### config.mk
export PLATFORM = sky130hd
export DESIGN_NAME = perceptron_core
export DESIGN_NICKNAME = d
export VERILOG_FILES = /design/src/rtl/perceptron_core.sv
export SDC_FILE = /design/constraint.sdc
export NUM_CORES = 1
export LEC_CHECK = 0
export ABC_AREA = 1
export BUFFER_PORTS_ARGS = -buffer_cell sky130_fd_sc_hd__clkbuf_2
export CAP_MARGIN = 10
export CORE_MARGIN = 2
export CORE_UTILIZATION = 65
export CTS_BUF_LIST = sky130_fd_sc_hd__clkbuf_4 sky130_fd_sc_hd__clkbuf_8
export CTS_CLUSTER_SIZE = 28
export DETAILED_ROUTE_END_ITERATION = 8
export PLACE_DENSITY = 0.82
export SLEW_MARGIN = 0
export SYNTH_ARGS = -nofsm -noshare
export SYNTH_HDL_FRONTEND = slang
export SYNTH_SLANG_ARGS = --single-unit
### constraint.sdc
create_clock -name clk -period 10.8 [get_ports clk]
set_input_delay 0.54 -clock clk [delete_from_list [all_inputs] [get_ports clk]]
set_output_delay 0.54 -clock clk [all_outputs]
set_load 0.1 [all_outputs]
### src/rtl/perceptron_core.sv
`default_nettype none
// ============================================================================
// perceptron_core : byte-command single-neuron multiply-accumulate engine
// Optional learning-rule command compiled in with PERCEPTRON_LEARN_EN
// Rev 1.0
// ============================================================================
module perceptron_core #(
  parameter int N_INPUTS  = 8,
  parameter int ACC_WIDTH = 24
) (
  input  logic       clk,
  input  logic       nRst,
  input  logic [7:0] data_in,
  input  logic       in,
  input  logic       busy,
  output logic [7:0] data_out,
  output logic       out,
  output logic       fire,
  output logic [7:0] status
);

  localparam int IDX_W  = (N_INPUTS > 1) ? $clog2(N_INPUTS) : 1;
  localparam int NBYTES = ACC_WIDTH / 8;
  localparam int BYTE_W = (NBYTES > 1) ? $clog2(NBYTES) : 1;
  localparam logic [IDX_W-1:0]  LAST_IDX  = IDX_W'(N_INPUTS - 1);
  localparam logic [BYTE_W-1:0] LAST_BYTE = BYTE_W'(NBYTES - 1);

  typedef enum logic [2:0] {
    S_IDLE    = 3'd0,
    S_LOAD_W  = 3'd1,
    S_LOAD_B  = 3'd2,
    S_LOAD_X  = 3'd3,
    S_MAC     = 3'd4,
    S_SEND    = 3'd5,
    S_LEARN_T = 3'd6,
    S_LEARN   = 3'd7
  } state_t;

  state_t state, state_nx;

  logic [7:0]           w [N_INPUTS];
  logic [7:0]           x [N_INPUTS];
  logic [7:0]           bias;
  logic [ACC_WIDTH-1:0] acc;
  logic [IDX_W-1:0]     idx;
  logic [BYTE_W-1:0]    byte_idx;
  logic                 overrun;

  logic [7:0]           wi, xi, send_byte;
  logic signed [15:0]   prod;
  logic [ACC_WIDTH-1:0] prod_ext, bias_ext, acc_sum;
  logic                 acc_pos, send_go;

  assign wi   = w[idx];
  assign xi   = x[idx];
  // Operands widened to 16 bits so the low half of the product is the exact signed result
  assign prod = $signed({{8{wi[7]}}, wi}) * $signed({{8{xi[7]}}, xi});

  generate
    if (ACC_WIDTH > 16) begin : g_prod_wide
      assign prod_ext = {{(ACC_WIDTH-16){prod[15]}}, prod};
    end else begin : g_prod_narrow
      assign prod_ext = prod;
    end
  endgenerate

  assign bias_ext = {{(ACC_WIDTH-8){bias[7]}}, bias};
  assign acc_sum  = acc + prod_ext;
  assign acc_pos  = !acc_sum[ACC_WIDTH-1] && (acc_sum != '0);
  assign send_go  = (state == S_SEND) && !busy && !out;

  always_comb begin
    send_byte = acc[7:0];
    for (int b = 0; b < NBYTES; b++)
      if (byte_idx == BYTE_W'(b)) send_byte = acc[b*8 +: 8];
  end

`ifdef PERCEPTRON_LEARN_EN
  logic       target;
  logic [8:0] w_upd, b_upd;
  logic [7:0] w_sat, b_sat;

  always_comb begin
    w_upd = target ? ({wi[7], wi} + {xi[7], xi}) : ({wi[7], wi} - {xi[7], xi});
    b_upd = target ? ({bias[7], bias} + 9'd1) : ({bias[7], bias} - 9'd1);
    // Bits 8 and 7 disagree only on overflow past the signed 8-bit range
    w_sat = (w_upd[8] != w_upd[7]) ? (w_upd[8] ? 8'h80 : 8'h7F) : w_upd[7:0];
    b_sat = (b_upd[8] != b_upd[7]) ? (b_upd[8] ? 8'h80 : 8'h7F) : b_upd[7:0];
  end
`endif

  always_ff @(posedge clk or negedge nRst) begin
    if (!nRst) state <= S_IDLE;
    else       state <= state_nx;
  end

  always_comb begin
    state_nx = state;
    case (state)
      S_IDLE: begin
        if (in) begin
          case (data_in)
            8'h01:   state_nx = S_LOAD_W;
            8'h02:   state_nx = S_LOAD_B;
            8'h03:   state_nx = S_LOAD_X;
            8'h04:   state_nx = S_SEND;
`ifdef PERCEPTRON_LEARN_EN
            8'h05:   state_nx = S_LEARN_T;
`endif
            default: state_nx = S_IDLE;
          endcase
        end
      end
      S_LOAD_W: if (in && idx == LAST_IDX) state_nx = S_IDLE;
      S_LOAD_B: if (in) state_nx = S_IDLE;
      S_LOAD_X: if (in && idx == LAST_IDX) state_nx = S_MAC;
      S_MAC:    if (idx == LAST_IDX) state_nx = S_IDLE;
      S_SEND:   if (send_go && byte_idx == LAST_BYTE) state_nx = S_IDLE;
`ifdef PERCEPTRON_LEARN_EN
      S_LEARN_T: if (in) state_nx = (data_in[0] == fire) ? S_IDLE : S_LEARN;
      S_LEARN:   if (idx == LAST_IDX) state_nx = S_IDLE;
`endif
      default:  state_nx = S_IDLE;
    endcase
  end

  always_ff @(posedge clk or negedge nRst) begin
    if (!nRst) begin
      for (int i = 0; i < N_INPUTS; i++) begin
        w[i] <= '0;
        x[i] <= '0;
      end
      bias     <= '0;
      acc      <= '0;
      idx      <= '0;
      byte_idx <= '0;
      overrun  <= 1'b0;
      fire     <= 1'b0;
      out      <= 1'b0;
      data_out <= '0;
`ifdef PERCEPTRON_LEARN_EN
      target   <= 1'b0;
`endif
    end else begin
      out <= 1'b0;
      case (state)
        S_IDLE: begin
          if (in) begin
            idx      <= '0;
            byte_idx <= '0;
            if (data_in == 8'h00) begin
              acc     <= '0;
              fire    <= 1'b0;
              overrun <= 1'b0;
            end
          end
        end
        S_LOAD_W: begin
          if (in) begin
            w[idx] <= data_in;
            idx    <= idx + IDX_W'(1);
          end
        end
        S_LOAD_B: if (in) bias <= data_in;
        S_LOAD_X: begin
          if (in) begin
            x[idx] <= data_in;
            if (idx == LAST_IDX) begin
              idx <= '0;
              acc <= bias_ext;
            end else begin
              idx <= idx + IDX_W'(1);
            end
          end
        end
        S_MAC: begin
          if (in) overrun <= 1'b1;
          acc <= acc_sum;
          idx <= idx + IDX_W'(1);
          if (idx == LAST_IDX) fire <= acc_pos;
        end
        S_SEND: begin
          if (in) overrun <= 1'b1;
          if (send_go) begin
            out      <= 1'b1;
            data_out <= send_byte;
            byte_idx <= byte_idx + BYTE_W'(1);
          end
        end
`ifdef PERCEPTRON_LEARN_EN
        S_LEARN_T: begin
          if (in) begin
            target <= data_in[0];
            idx    <= '0;
          end
        end
        S_LEARN: begin
          if (in) overrun <= 1'b1;
          w[idx] <= w_sat;
          if (idx == '0) bias <= b_sat;
          idx <= idx + IDX_W'(1);
        end
`endif
        default: ;
      endcase
    end
  end

  assign status = {fire, (state != S_IDLE), overrun, 2'b00, state};

endmodule
`default_nettype wire

==> metrics.cfg, run 1 <==
[outcome]
status = finished with violations
violations = design-rule violations

[cts]
tritoncts = done
clk_pin_slew_ns = 0.12
cts_made_buffers = 17
post_cts_buffers = 0
cts_max_level = 4
cts_hold_buf = 0
clock_sinks = 179
clock_latency_ns = 0.50
clock-root-buffer = clkbuf_8
post_cts_resized = 0
ctsLongestPathBuffers = 2

[logic_synthesis]
yosysSeqAreaShare = 0.3719
yosysWarnings = 0
synthMuxAreaShare = 0
synth_ff_type = dfrtp_1
async_reset_ff_frac = 1.000
synthXorXnorAreaFrac = 0.01309
synth_area_um2 = 12040
synth_top_family_by_area = simple AND/OR/NAND/NOR gates
synth_top_area_cell = dfrtp_1
synth.distinct_cells = 42
yosysTopAreaCellShare = 0.3719
synth_area_per_cell_um2 = 7.810
synth.area.top_cells = dfrtp_1, nand2_1, fa_1
synth-simple-area-share = 0.2184
synthAdderAreaFrac = 0.1523
synth-seq-cells = 179
synth_compound_area_frac = 0.1441
synth_cells = 1542
synth_edf_count = 0

[floorplan]
coreArea_um2 = 18090
pin_count = 30
die_x_um = 140.1
die_h_um = 140.1
initial_core_util = 0.6659
row_count = 49
dieArea_um2 = 19630

[sta]
hold_viol = 0
rsz0062_at_grt = false
slew_viol_final = 0
finClkSkew_ns = 0.01992
relSlewSlack = 0.3328
setup_violations = 0
fmax_ghz = 0.1235
finalSetupTns_ns = 0
fin_crit_sh = 0.7496
min_period_ns = 8.095
worst_pin_slew_ns = 1.001

[final_layout]
fin_nets = 1669
area_growth_pct = 5.538
drive_gt1_frac = 0.05973
antenna_cells = 0
finalInstanceArea_um2 = 12710

[power]
p_leak_nw = 6.736
vdd_drop_max_mv = 0.08809
p_per_area_nw_per_um2 = 167.2

[drt]
drtIter0Drc = 725
dr.pass1.iters = 8
vias_per_cell = 5.774
wl_per_cell_um = 16.83
num_vias = 10310
wl_um = 30050
drc = 4
ant_nets = 0

[setup_path]
critPathLaunchType = flip-flop
startpoint = idx[0]$_DFFE_PN0P_
crit_required_ns = 11.20
reg2reg_to = fire$_DFFE_PN0P_
r2r_cells = 41
rr_startpoint = idx[0]$_DFFE_PN0P_
crit_arrival_ns = 8.49
end_kind = flip-flop
worstPathMaxFanout = 18
cp_common_cell = nand2_1
cpMaxStageDelayCell = dfrtp_1
critical_path_class = flip-flop to flip-flop
reg2reg_slack_ns = 2.70
slowest_delay_ns = 0.55

[place]
port_buffers = 27
dp_hpwl_um = 21740
placed_area_um2 = 12280
gp_congestion = 0.9427

[grt]
grt_remaining_overflow = 0
antenna_found_initial = 0
grt_max_degree = 110
grt_pass1_wl_um = 49580
grt_usage = 0.3189
grt_pass1_vias = 10060

[hold_path]
hp-class = input pin to asynchronous set/reset pin

[run]
cap_violations = 0

[logic make-up after synthesis]
group,Yosys count
DFF,179
adders and majority gates,113
buffers and inverters,306
other,1
and+or+nand+nor,623
AOI/OAI and AO/OA,302
xor gates and xnor gates,18
[layout make-up]
cell class | count | area [um2]
Multi-Input combinational cell | 1058 | 6365
Fill cell | 1468 | 5376
Sequential cell | 179 | 4479
Inverter | 256 | 965.9
Tap cell | 229 | 286.5
Clock buffer | 17 | 234.0
Clock inverter | 15 | 200.2
Timing Repair Buffer | 32 | 178.9
[critical path: cells and delay by family, from the launching register on]
kind | cells | cell delay, ns
XOR/XNOR | 1 | 0.16
AND/OR/NAND/NOR | 18 | 2.34
flip-flops | 1 | 0.55
AO/OA/AOI/OAI | 7 | 1.38
buffers and inverters | 9 | 0.80
adder cells (fa/ha/maj) | 6 | 2.71
[registers in the layout, indices dropped and copies added (netlist names)]
signal	count
x	64
overrun	1
out	1
fire	1
state	3
data_out	8
acc	24
bias	8
byte_idx	2
idx	3
w	64
[power breakdown]
| part | internal [mW] | leakage (nW) | switching [mW] |
|---|---|---|---|
| Combinational | 0.218 | 4.10 | 0.580 |
| Clock | 0.182 | 0.209 | 0.303 |
| Sequential | 0.752 | 2.42 | 0.0887 |
[synth_stat cells (2+ instances only)]
| cell | n |
|---|---|
| xnor2_1 | 6 |
| nor2_4 | 2 |
| o21ai_0 | 176 |
| nand4_2 | 2 |
| a41oi_1 | 2 |
| nor3_2 | 5 |
| o22ai_1 | 2 |
| nand2_1 | 466 |
| ha_1 | 57 |
| nand3b_1 | 8 |
| buf_4 | 8 |
| a22o_1 | 15 |
| nor3_4 | 5 |
| nor2_1 | 59 |
| dfrtp_1 | 179 |
| inv_2 | 9 |
| fa_1 | 56 |
| nor3_1 | 6 |
| a21oi_1 | 46 |
| nand4_1 | 23 |
| xor2_1 | 12 |
| a22oi_1 | 29 |
| a221oi_1 | 15 |
| o21ai_1 | 9 |
| nand3_1 | 43 |
| o21bai_1 | 2 |
| inv_1 | 246 |
| buf_2 | 9 |
| clkbuf_1 | 32 |
[cell usage in the layout, fill, tap and decap left out, types with 2 or more instances in the layout]
master	netlist	final
nand2_1	466	466
inv_1	246	246
dfrtp_1	179	179
o21ai_0	176	176
nor2_1	59	59
ha_1	57	57
fa_1	56	56
a21oi_1	46	46
nand3_1	43	43
a22oi_1	29	29
clkbuf_2	0	26
nand4_1	23	23
clkbuf_8	0	17
a221oi_1	15	15
a22o_1	15	15
xor2_1	12	12
inv_2	9	9
o21ai_1	9	9
nand3b_1	8	8
xnor2_1	6	6
nor3_1	6	6
clkinv_8	0	6
nor3_4	5	5
nor3_2	5	5
buf_4	8	5
inv_6	1	3
inv_12	0	3
nand4_2	2	2
o21bai_1	2	2
nor2_4	2	2
o22ai_1	2	2
a41oi_1	2	2
conb_1	1	2
clkinv_4	0	2
[worst max-delay path by stage]
| stage | endpoint | slack, ns | depth (start not counted) |
|---|---|---|---|
| 2_1_floorplan | fire$_DFFE_PN0P_ | 4.10 | 40 |
| 3_3_place_gp | fire$_DFFE_PN0P_ | 2.95 | 38 |
| 3_5_place_dp | fire$_DFFE_PN0P_ | 2.82 | 41 |
| 4_1_cts | fire$_DFFE_PN0P_ | 2.77 | 41 |
| 5_1_grt | fire$_DFFE_PN0P_ | 2.20 | 41 |
| 6_report | fire$_DFFE_PN0P_ | 2.70 | 41 |
[per-stage QoR]
stage                     std cells  utilization  worst slack [ns]  hold slack (ns)  power (mW)
after floorplan                1543            -             4.098           0.2444       1.430
after global placement         1754       0.6787             2.951           0.4659       1.622
after detailed placement       1754       0.6787             2.818           0.4730       1.638
after CTS                      1786       0.7027             2.770           0.2089       2.117
after global routing           1786       0.7027             2.196           0.2307       2.240
final                          1786       0.7027             2.705           0.1542       2.125
[routing by layer]
layer	GRT usage	share of wire	routed length (um)	up-vias
met5	0	0	0	-
met4	0.1382	0.040	1210	0
met3	0.05607	0.055	1662	92
met2	0.5320	0.49	14590	329
met1	0.4141	0.42	12580	4953
li1	-	-	-	4938
Note: power is estimated with default switching activity, not from simulation.
==> run 2: changes to the inputs <==
==> constraint.sdc (replaced) <==
create_clock -name clk -period 8.37 [get_ports clk]
set_input_delay 0.4185 -clock clk [delete_from_list [all_inputs] [get_ports clk]]
set_output_delay 0.4185 -clock clk [all_outputs]
set_load 0.1 [all_outputs]
==> run 2 against run 1 <==
  * The run still ends with design-rule violations left
  * Design area increased by 1.1%
  * Wire length grew 1.9%
  * Worst setup slack lost 2.2 ns
  * Non-clock buffer count grew 16
  * Global-route usage grew 0.61 points
  * First-iteration DRC count increased by 27%
  * Sequential share of layout area shrank 0.37 points
  * Critical path depth fell by 3
  * Count of clock-buffer cells in the layout unchanged
  * Sequential power increased by 30%
==> metrics.cfg, run 2 (synthesis gave the netlist of run 1 again) <==
[outcome]
status = finished with violations
violations = design-rule violations

[drt]
num_vias = 10450  ; +1.4%
ant_nets = 0  ; unchanged
wl_um = 30630  ; +1.9%
drc = 4  ; unchanged
vias_per_cell = 5.800  ; +0.46%
wl_per_cell_um = 17.00  ; +1.0%
dr.pass1.iters = 9  ; +1
drtIter0Drc = 918  ; +27%

[grt]
globalRouteMet2Util = 0.5551  ; +0.02307
use_met1 = 0.4218  ; +0.007714
grt_usage = 0.3250  ; +0.006112
grt_pass1_wl_um = 50610  ; +2.1%
grt_remaining_overflow = 0  ; unchanged
grt_max_degree = 112  ; +1.8%
grt_use_met3 = 0.04205  ; -0.01402
grt_pass1_vias = 10240  ; +1.8%
antenna_found_initial = 0  ; unchanged
grt.busiest_layer = met2

[final_layout]
fillers = 1473  ; +0.34%
fin_nets = 1685  ; +0.96%
final_common_cell = nand2_1
reg_top3 = w x64, x x64, acc x24
antenna_cells = 0  ; unchanged
finalInstanceArea_um2 = 12840  ; +1.1%
drive_gt1_frac = 0.06929  ; +0.009564
final_core_util = 0.7102  ; +0.007471
area_growth_pct = 6.660
multi_input_area_um2 = 6371  ; about the same
layout_common_cells = nand2_1, inv_1, dfrtp_1, o21ai_0, nor2_1
seqCellArea_um2 = 4479  ; unchanged

[floorplan]
row_count = 49  ; unchanged
initial_core_util = 0.6659  ; unchanged
dieArea_um2 = 19630  ; unchanged
die_x_um = 140.1  ; unchanged
pin_count = 30  ; unchanged
coreArea_um2 = 18090  ; unchanged
die_h_um = 140.1  ; unchanged

[sta]
finClkSkew_ns = 0.01653  ; -0.003391 ns
fin_ws_ns = 0.5411  ; -2.163 ns
setup_violations = 0  ; unchanged
worst_pin_slew_ns = 1.016  ; +0.01515 ns
fin_crit_sh = 0.9354  ; +0.1858
relSlewSlack = 0.3227  ; -0.01010
min_period_ns = 7.829  ; -0.2665 ns
rsz0062_at_grt = false
hold_viol = 0  ; unchanged
slew_viol_final = 0  ; unchanged
holdWs_ns = 0.05110  ; -0.1031 ns
fmax_ghz = 0.1277  ; +3.4%
finalSetupTns_ns = 0  ; unchanged

[place]
placement.setup.worst_slack_ns = 0.5795  ; -2.239 ns
dp_hpwl_um = 22690  ; +4.3%
port_buffers = 27  ; unchanged
gp_congestion = 0.9494  ; +0.71%
placed_area_um2 = 12350  ; +0.61%

[setup_path]
crit_arrival_ns = 8.23  ; -0.26 ns
critPathLaunchType = flip-flop
end_kind = flip-flop
critical_path_class = flip-flop to flip-flop
crit_required_ns = 8.77  ; -2.43 ns
rr_startpoint = idx[0]$_DFFE_PN0P_
cp_common_cell = nand2_1
slowest_delay_ns = 0.63  ; +0.08 ns
worstPathMaxFanout = 11  ; -7
cpMaxStageDelayCell = dfrtp_1
startpoint = idx[0]$_DFFE_PN0P_

[cts]
clk_pin_slew_ns = 0.12  ; about the same
cts_max_level = 4  ; unchanged
clock-root-buffer = clkbuf_8
tritoncts = done
clock_sinks = 179  ; unchanged
clock_latency_ns = 0.50  ; about the same
cts_made_buffers = 17  ; unchanged
cts_hold_buf = 0  ; unchanged
ctsLongestPathBuffers = 2  ; unchanged

[power]
p_leak_nw = 6.827  ; +1.4%
p_per_area_nw_per_um2 = 215.9  ; +29%
vdd_drop_max_mv = 0.1434  ; +63%

[hold_path]
hp-class = input pin to asynchronous set/reset pin

[run]
cap_violations = 0  ; unchanged

run 2: cell count changes in the layout (fill, tap and decap cells not counted):
cell	delta
nor3_4	+1
buf_4	+16
inv_12	+2
clkinvlp_4	-1
nor3_2	-1
clkinv_4	-1
clkinv_8	-1
inv_6	+1
run 2: final timing paths:
check | endpoint | slack [ns] | cells after the start
hold reg to reg | w[18]$_DFFE_PN0P_ | 0.50 | 2
min in group clk | out$_DFF_PN0_ | 0.10 | 2
setup reg to reg | fire$_DFFE_PN0P_ | 0.54 | 38
max in group asynchronous | w[15]$_DFFE_PN0P_ | 6.84 | 2
setup / recovery | fire$_DFFE_PN0P_ | 0.54 | 38
hold / removal | out$_DFF_PN0_ | 0.05 | 1
run 2: final cells by class:
cell class                 instances  share of cell area
clock buffer                      17             0.01822
clock inverter                    15             0.01627
inverter                         256             0.07520
multi-input combinational       1058              0.4960
sequential                       179              0.3487
tap                              229             0.02231
timing repair buffer              48             0.02328
run 2: critical path: cells and delay by family, from the launching register on:
| family | cells | cell delay (ns) |
|---|---|---|
| fa+ha+maj | 6 | 2.65 |
| simple gates | 19 | 2.49 |
| compound gates | 6 | 1.26 |
| flops | 1 | 0.63 |
| buf+inv | 6 | 0.51 |
| xor+xnor | 1 | 0.17 |
run 2: report_power, final:
| group | internal [mW] | switching [mW] |
|---|---|---|
| combinational | 0.291 | 0.752 |
| clock | 0.241 | 0.404 |
| sequential | 0.970 | 0.115 |
run 2: per-layer routing:
| layer | share of wire | vias up |
|---|---|---|
| met5 | 0 | - |
| met4 | 0.035 | 0 |
| met3 | 0.061 | 70 |
| met2 | 0.49 | 422 |
| met1 | 0.41 | 4982 |
| li1 | - | 4978 |
run 2: metrics by stage:
stage	total power [mW]	std cells
2_1_floorplan	1.845	1543
3_3_place_gp	2.096	1764
3_5_place_dp	2.115	1764
4_1_cts	2.754	1796
5_1_grt	2.933	1802
6_report	2.773	1802
run 2: repair_timing:
item	4_1_cts	5_1_grt
setup endpoints to repair	0	3
resized for setup	0	1
buffers inserted	0	6
==> run 3: changes to the inputs <==
--- a/config.mk
+++ b/config.mk
@@ -13,7 +13,7 @@
 export CTS_BUF_LIST = sky130_fd_sc_hd__clkbuf_4 sky130_fd_sc_hd__clkbuf_8
 export CTS_CLUSTER_SIZE = 28
 export DETAILED_ROUTE_END_ITERATION = 8
-export PLACE_DENSITY = 0.82
+export PLACE_DENSITY = 0.85
 export SLEW_MARGIN = 0
 export SYNTH_ARGS = -nofsm -noshare
 export SYNTH_HDL_FRONTEND = slang
==> run 3 against run 2 <==
  * The run still ends with design-rule violations left
  * Register-to-register slack lost 0.02 ns
  * Critical path depth shrank 1
  * Count of clock-buffer cells in the layout stayed put
  * Combinational power is essentially flat
  * Global-route usage shrank 0.22 points
  * Worst setup slack worse by 0.022 ns
  * Design area down 0.24%
  * Wire length fell by 0.62%
  * First-iteration DRC count up 6.1%
  * Sequential share of layout area grew 0.085 points
  * Critical path type unchanged
  * Largest power group unchanged
==> metrics.cfg, run 3 (synthesis gave the netlist of run 1 again) <==
[sta]
fin_crit_sh = 0.9380  ; +0.002671
finalSetupTns_ns = 0  ; unchanged
setup_violations = 0  ; unchanged
hold_viol = 0  ; unchanged
relSlewSlack = 0.3343  ; +0.01164
slew_viol_final = 0  ; unchanged
rsz0062_at_grt = false
fmax_ghz = 0.1274  ; -0.28%
min_period_ns = 7.851  ; +0.02236 ns
finClkSkew_ns = 0.02131  ; +0.004777 ns
worst_pin_slew_ns = 0.9985  ; -0.01746 ns

[setup_path]
r2r_cells = 37  ; -2.6%
crit_arrival_ns = 8.25  ; +0.02 ns
critPathTopFamily = adder cells
slowest_delay_ns = 0.75  ; +0.12 ns
critical_path_class = flip-flop to flip-flop
end_kind = flip-flop
crit_required_ns = 8.76  ; about the same
critPathLaunchType = flip-flop
critPathBufInv = 5  ; -1
cp_common_cell = nand2_1
worstPathMaxFanout = 18  ; +7
cpMaxStageDelayCell = nor3_4
path_depth = 37  ; -2.6%

[cts]
clock-root-buffer = clkbuf_8
post_cts_resized = 0  ; unchanged
tritoncts = done
cts_max_level = 4  ; unchanged
cts_hold_buf = 0  ; unchanged
clock_sinks = 179  ; unchanged
ctsLongestPathBuffers = 2  ; unchanged
post_cts_buffers = 0  ; unchanged
cts_made_buffers = 17  ; unchanged
clock_latency_ns = 0.50  ; about the same
clk_pin_slew_ns = 0.13  ; about the same

[final_layout]
fillers = 1414  ; -4.0%
multi_input_area_um2 = 6365  ; about the same
antenna_cells = 0  ; unchanged
fin_nets = 1678  ; -0.42%
seqCellArea_um2 = 4479  ; unchanged
drive_gt1_frac = 0.06513  ; -0.004160
reg_top3 = w x64, x x64, acc x24
final_common_cell = nand2_1
layout_common_cells = nand2_1, inv_1, dfrtp_1, o21ai_0, nor2_1
area_growth_pct = 6.400
final_core_util = 0.7085  ; -0.001729

[floorplan]
pin_count = 30  ; unchanged
dieArea_um2 = 19630  ; unchanged
initial_core_util = 0.6659  ; unchanged
die_h_um = 140.1  ; unchanged
die_x_um = 140.1  ; unchanged
row_count = 49  ; unchanged
coreArea_um2 = 18090  ; unchanged

[drt]
drtIter0Drc = 974  ; +6.1%
vias_per_cell = 5.817  ; +0.29%
wl_per_cell_um = 16.96  ; -0.24%
dr.pass1.iters = 7  ; -2
drc = 3  ; -1
wl_um = 30440  ; -0.62%
ant_nets = 0  ; unchanged
num_vias = 10440  ; -0.096%

[power]
p_per_area_nw_per_um2 = 220.5  ; +2.1%
vdd_drop_max_mv = 0.1316  ; -8.2%
p_leak_nw = 6.811  ; -0.23%

[grt]
grt_pass1_wl_um = 50390  ; -0.44%
grt_usage = 0.3228  ; -0.002192
antenna_found_initial = 0  ; unchanged
grt_remaining_overflow = 0  ; unchanged
grt_pass1_vias = 10090  ; -1.5%
grt_max_degree = 107  ; -4.5%

[place]
gp_congestion = 0.9662  ; +1.8%
port_buffers = 27  ; unchanged
dp_hpwl_um = 22230  ; -2.0%

[outcome]
status = finished with violations
violations = design-rule violations

[run]
cap_violations = 0  ; unchanged

[hold_path]
hp-class = input pin to asynchronous set/reset pin

-- run 3: final timing paths --
| check | start | end | slack [ns] |
|---|---|---|---|
| min | nRst | state[0]$_DFFE_PN0P_ | 0.02 |
| min in group clk | busy | out$_DFF_PN0_ | 0.12 |
| max | idx[1]$_DFFE_PN0P_ | fire$_DFFE_PN0P_ | 0.52 |
| min reg2reg | w[24]$_DFFE_PN0P_ | w[24]$_DFFE_PN0P_ | 0.50 |
| max in group asynchronous | nRst | w[19]$_DFFE_PN0P_ | 6.80 |
| max reg2reg | idx[1]$_DFFE_PN0P_ | fire$_DFFE_PN0P_ | 0.52 |
-- run 3: metal layers --
metal  vias to the layer above  GRT usage  wire [um]
met2                       468     0.5463      14670
li1                       4954          -          -
met4                         0     0.1255       1030
met3                        89    0.04376       1923
met5                         -          0          0
met1                      4931     0.4276      12820
-- run 3: per-stage QoR --
step,cell area (um2),hold WS (ns),instances,setup WS [ns],power (mW)
4_1_cts,12810,0.07526,1795,0.6193,2.810
3_5_place_dp,12340,0.4728,1763,0.6495,2.123
3_3_place_gp,12340,0.4661,1763,0.7480,2.105
6_report,12810,0.02423,1795,0.5187,2.826
5_1_grt,12810,0.09829,1795,0.06435,2.971
2_1_floorplan,12050,0.1229,1543,1.668,1.845
-- run 3: power breakdown --
part / switching (mW) / internal, mW
combinational: 0.764 / 0.285
sequential: 0.115 / 0.970
clock: 0.432 / 0.260
-- run 3: final cells by class --
class,instances,area share
Multi-Input combinational cell,1058,0.4967
Sequential cell,179,0.3496
Inverter,256,0.07538
Tap cell,229,0.02236
Timing Repair Buffer,41,0.01924
Clock inverter,15,0.01846
Clock buffer,17,0.01826
